<file path="config.mk">
export PLATFORM = sky130hd
export DESIGN_NAME = instr_issue_seq
export DESIGN_NICKNAME = d
export VERILOG_FILES = /design/src/rtl/instr_issue_seq.sv
export SDC_FILE = /design/constraint.sdc
export NUM_CORES = 1
export LEC_CHECK = 0
export CAP_MARGIN = 20
export CORE_AREA = 3 3 83 85
export CTS_CLUSTER_DIAMETER = 30
export DETAILED_ROUTE_END_ITERATION = 16
export DIE_AREA = 0 0 86 88
export PLACE_DENSITY = 0.87
export SYNTH_ARGS = -nofsm -noshare
export SYNTH_HDL_FRONTEND = slang
export SYNTH_SLANG_ARGS = --single-unit
</file>
<file path="constraint.sdc">
create_clock -name clk -period 2.1 [get_ports clk]
set_input_delay 0.42 -clock clk [delete_from_list [all_inputs] [get_ports clk]]
set_output_delay 0.42 -clock clk [all_outputs]
set_load 0.05 [all_outputs]
</file>
<file path="src/rtl/instr_issue_seq.sv">
// Instruction issue sequencer: owns the PC, fetches instruction words over a req/valid
// handshake and holds the opcode for the controller until it signals retirement.
module instr_issue_seq #(
   parameter int unsigned       ADDR_W   = 16,
   parameter logic [ADDR_W-1:0] RESET_PC = '0,
   parameter logic [5:0]        HALT_OP  = 6'b111111
) (
   input  logic              clk,
   input  logic              reset,
   output logic              imem_req,
   output logic [ADDR_W-1:0] imem_addr,
   input  logic              imem_valid,
   input  logic [31:0]       imem_rdata,
   output logic [5:0]        input_signal,
   output logic              op_valid,
   input  logic              ctrl_done,
   input  logic              pc_load,
   input  logic [ADDR_W-1:0] pc_target,
   output logic [31:0]       instr,
   output logic [ADDR_W-1:0] pc,
   output logic              halted
);

   typedef enum logic [1:0] {StIdle, StFetch, StIssue, StHalt} state_e;

   state_e            state_q, state_d;
   logic [ADDR_W-1:0] pc_q, pc_d;
   logic [31:0]       instr_q, instr_d;
   logic              fetch_hit;
   logic              issue_done;

   // Handshake inputs only count in the state that owns them.
   assign fetch_hit  = (state_q == StFetch) && imem_valid;
   assign issue_done = (state_q == StIssue) && ctrl_done;

   always_ff @(posedge clk or posedge reset) begin
      if (reset) begin
         state_q <= StIdle;
      end else begin
         state_q <= state_d;
      end
   end

   always_comb begin
      state_d = state_q;
      unique case (state_q)
         StIdle:  state_d = StFetch;
         StFetch: begin
            if (imem_valid) begin
               state_d = (imem_rdata[31:26] == HALT_OP) ? StHalt : StIssue;
            end
         end
         StIssue: begin
            if (ctrl_done) begin
               state_d = StFetch;
            end
         end
         StHalt:  state_d = StHalt;
         default: state_d = StIdle;
      endcase
   end

   always_comb begin
      imem_req = 1'b0;
      op_valid = 1'b0;
      halted   = 1'b0;
      unique case (state_q)
         StFetch: imem_req = 1'b1;
         StIssue: op_valid = 1'b1;
         StHalt:  halted   = 1'b1;
         default: ;
      endcase
   end

   // PC and instruction latch; the PC wraps naturally at ADDR_W bits.
   always_comb begin
      pc_d    = pc_q;
      instr_d = instr_q;
      if (fetch_hit) begin
         instr_d = imem_rdata;
      end
      if (issue_done) begin
         pc_d = pc_load ? pc_target : pc_q + ADDR_W'(4);
      end
   end

   always_ff @(posedge clk or posedge reset) begin
      if (reset) begin
         pc_q    <= RESET_PC;
         instr_q <= '0;
      end else begin
         pc_q    <= pc_d;
         instr_q <= instr_d;
      end
   end

   assign pc           = pc_q;
   assign imem_addr    = pc_q;
   assign instr        = instr_q;
   assign input_signal = instr_q[31:26];

endmodule
</file>
==> impl_metrics.env <==
export IMPL_synth_area_leaders="dfrtp_1, mux2_2, buf_4, o21ai_0, a21oi_1"
export IMPL_cp_data_arrival_time_ns=1.62
export IMPL_regArea_um2=1254
export IMPL_diodes=0
export IMPL_grt_overflow=0
export IMPL_finalHoldViolations=0
export IMPL_r2r_slack_ns=0.21
export IMPL_drcViolationCount=0
export IMPL_routed_wl_um=6356
export IMPL_synth_area_per_cell_um2=11.39
export IMPL_grt_pass1_wl_um=10160
export IMPL_final_area_um2=3742
export IMPL_cts_tree="yes"
export IMPL_dpl_hpwl_um=4921
export IMPL_clock_fmax_mhz=490.2
export IMPL_setup_tns_ns=0
export IMPL_htree_levels=2
export IMPL_place_area_um2=3607
export IMPL_finalPower_w=0.006241
export IMPL_post_cts_buffers=0
export IMPL_max_cap_viol_count=0
export IMPL_hp_class="in2async"
export IMPL_multi_input_area_um2=928.4
export IMPL_finalMaxSlewViolations=0
export IMPL_finalNetCount=372
export IMPL_ys_seq_area_frac=0.5206
export IMPL_fillers=545
export IMPL_synth_edf_count=0
export IMPL_fp_coreArea_um2=6277
export IMPL_rows=29
export IMPL_die_area_um2=7568
export IMPL_path_buf_inv=1
export IMPL_drive_gt1_frac=0.1912
export IMPL_synth_async_sr_flop_share=1.000
export IMPL_grt_usage=0.1701
export IMPL_avgViaCountPerCell=5.162
export IMPL_syn_inst=211
export IMPL_vdd_drop_max_mv=0.8768
export IMPL_cpPeakStageDelay_ns=0.85
export IMPL_synth_main_ff_cell="dfrtp_1"
export IMPL_start_kind="flip-flop"
export IMPL_synthDistinctLibCells=40
export IMPL_skew_ns=0.003005
export IMPL_synth_area_leader_cell="dfrtp_1"
export IMPL_fin_crit_sh=0.9714
export IMPL_drtIter0Drc=131
export IMPL_crit_family="buffers and inverters"
export IMPL_setup_violations_final=0
export IMPL_powerDensity_nw_per_um2=1668
export IMPL_synth_top_area_share=0.5206
export IMPL_layout_common_cells="clkdlybuf4s50_1, dfrtp_1, mux2_2, o21ai_0, a21oi_1"
export IMPL_place_congestion=0.8495
export IMPL_cp_max_fo=7
export IMPL_relSlewSlack=0.6463
export IMPL_die_width_um=86
export IMPL_dieHeight_um=88
export IMPL_antenna_left=0
export IMPL_drtPass1Iterations=4
export IMPL_port_buffers=125
export IMPL_utilization=0.5962
export IMPL_path_class="reg2out"
export IMPL_syn_nets=265
export IMPL_pin_count=126
export IMPL_cts_buffer_depth=2
export IMPL_min_period_ns=2.040
export IMPL_worstMarginPinSlew_ns=0.5297
export IMPL_path_clk_slew_ns=0.10
export IMPL_holdWs_ns=0.4711
export IMPL_clkLatencyLatePin_ns=0.30
export IMPL_synth_seq_cells=50
export IMPL_final_common_cell="clkdlybuf4s50_1"
export IMPL_grt_max_degree=51
export IMPL_grt_setup_unrepaired="no"
export IMPL_drt_wirelength_per_cell_um=16.05
export IMPL_syn_to_final_growth_pct=55.70
export IMPL_ctsRootBufferMaster="clkbuf_8"
export IMPL_num_vias=2044
export IMPL_cp_end_kind="output port"
export IMPL_cp_cell_sequence="clkdlybuf4s50_1"
export IMPL_grt_pass1_vias=2197
export IMPL_cp_slowest_cell="clkdlybuf4s50_1"
export IMPL_cts_buffers=5
export IMPL_leakage_nw=1.670
export IMPL_netlist_area_um2=2404
export IMPL_cts_sinks=50
export IMPL_synth_warnings=0
export IMPL_status="complete, no violations"
export IMPL_antenna_found_initial=0
export IMPL_initial_core_util=0.3829
export IMPL_required_ns=1.68
[logic make-up after synthesis]
family                     share of synthesized area
AOI/OAI and AO/OA                             0.1078
muxes                                         0.1718
adders and majority gates                   0.005205
and+or+nand+nor                               0.1005
buffers and inverters                        0.09422
DFF                                           0.5206
[path summary, 6_finish.rpt]
path                       cells past startpoint                       from                        end
max                                            1  imem_addr[11]$_DFFE_PP0P_              imem_addr[11]
min                                            3                      reset  imem_addr[15]$_DFFE_PP0P_
max reg2reg                                    5   imem_addr[2]$_DFFE_PP0P_  imem_addr[12]$_DFFE_PP0P_
min reg2reg                                    1      instr[15]$_DFFE_PP0P_      instr[15]$_DFFE_PP0P_
max in group asynchronous                      3                      reset   imem_addr[2]$_DFFE_PP0P_
min in group clk                               1      instr[15]$_DFFE_PP0P_      instr[15]$_DFFE_PP0P_
[flip-flops by register name, indices dropped and copies added, names as in the netlist]
name and cells:
instr 32, imem_addr 16, state_q 2
[cells in the mapped netlist, types with 2 or more instances]
| cell type | n |
|---|---|
| a21oi_1 | 11 |
| a22oi_1 | 4 |
| a31oi_1 | 2 |
| buf_1 | 4 |
| buf_4 | 22 |
| clkbuf_1 | 5 |
| dfrtp_1 | 50 |
| inv_1 | 6 |
| mux2_2 | 34 |
| mux2i_1 | 3 |
| nand2_1 | 8 |
| nand3_1 | 7 |
| nand4_1 | 4 |
| nor2_1 | 8 |
| nor3_1 | 2 |
| o21ai_0 | 14 |
| o22ai_1 | 2 |
| or4_1 | 3 |
[per-stage QoR]
| step | setup WS [ns] | cells |
|---|---|---|
| finish | 0.06008 | 396 |
| global route | 0.01386 | 396 |
| CTS | 0.002721 | 396 |
| detailed placement | 0.1944 | 388 |
| global placement | 0.2199 | 388 |
| floorplan | 0.03099 | 211 |
[layout make-up]
cell class,count,area share
inverter,6,0.006018
tap,77,0.02574
timing repair buffer,132,0.3541
clock inverter,3,0.01270
sequential,50,0.3350
multi-input combinational,123,0.2481
clock buffer,5,0.01839
[where the power goes]
part	switching [W]	internal [W]
Clock	0.000345	0.000364
Combinational	0.00252	0.00130
Sequential	0.000350	0.00136
Total	0.00321	0.00303
[what timing repair did]
action                                  CTS  global route
endpoints found under the hold margin     0             0
resized for setup                         1             8
hold buffers                              0             0
endpoints found under the setup margin    1             8
gates cloned                              0             0
[metal layers]
layer	vias to the layer above	track usage	routed length, um
met2	94	0.3048	3315
met3	11	0.04139	497
met5	-	0	0
met4	0	0.06331	116
li1	951	-	-
met1	988	0.1968	2427
(Power assumes the default switching activity.)
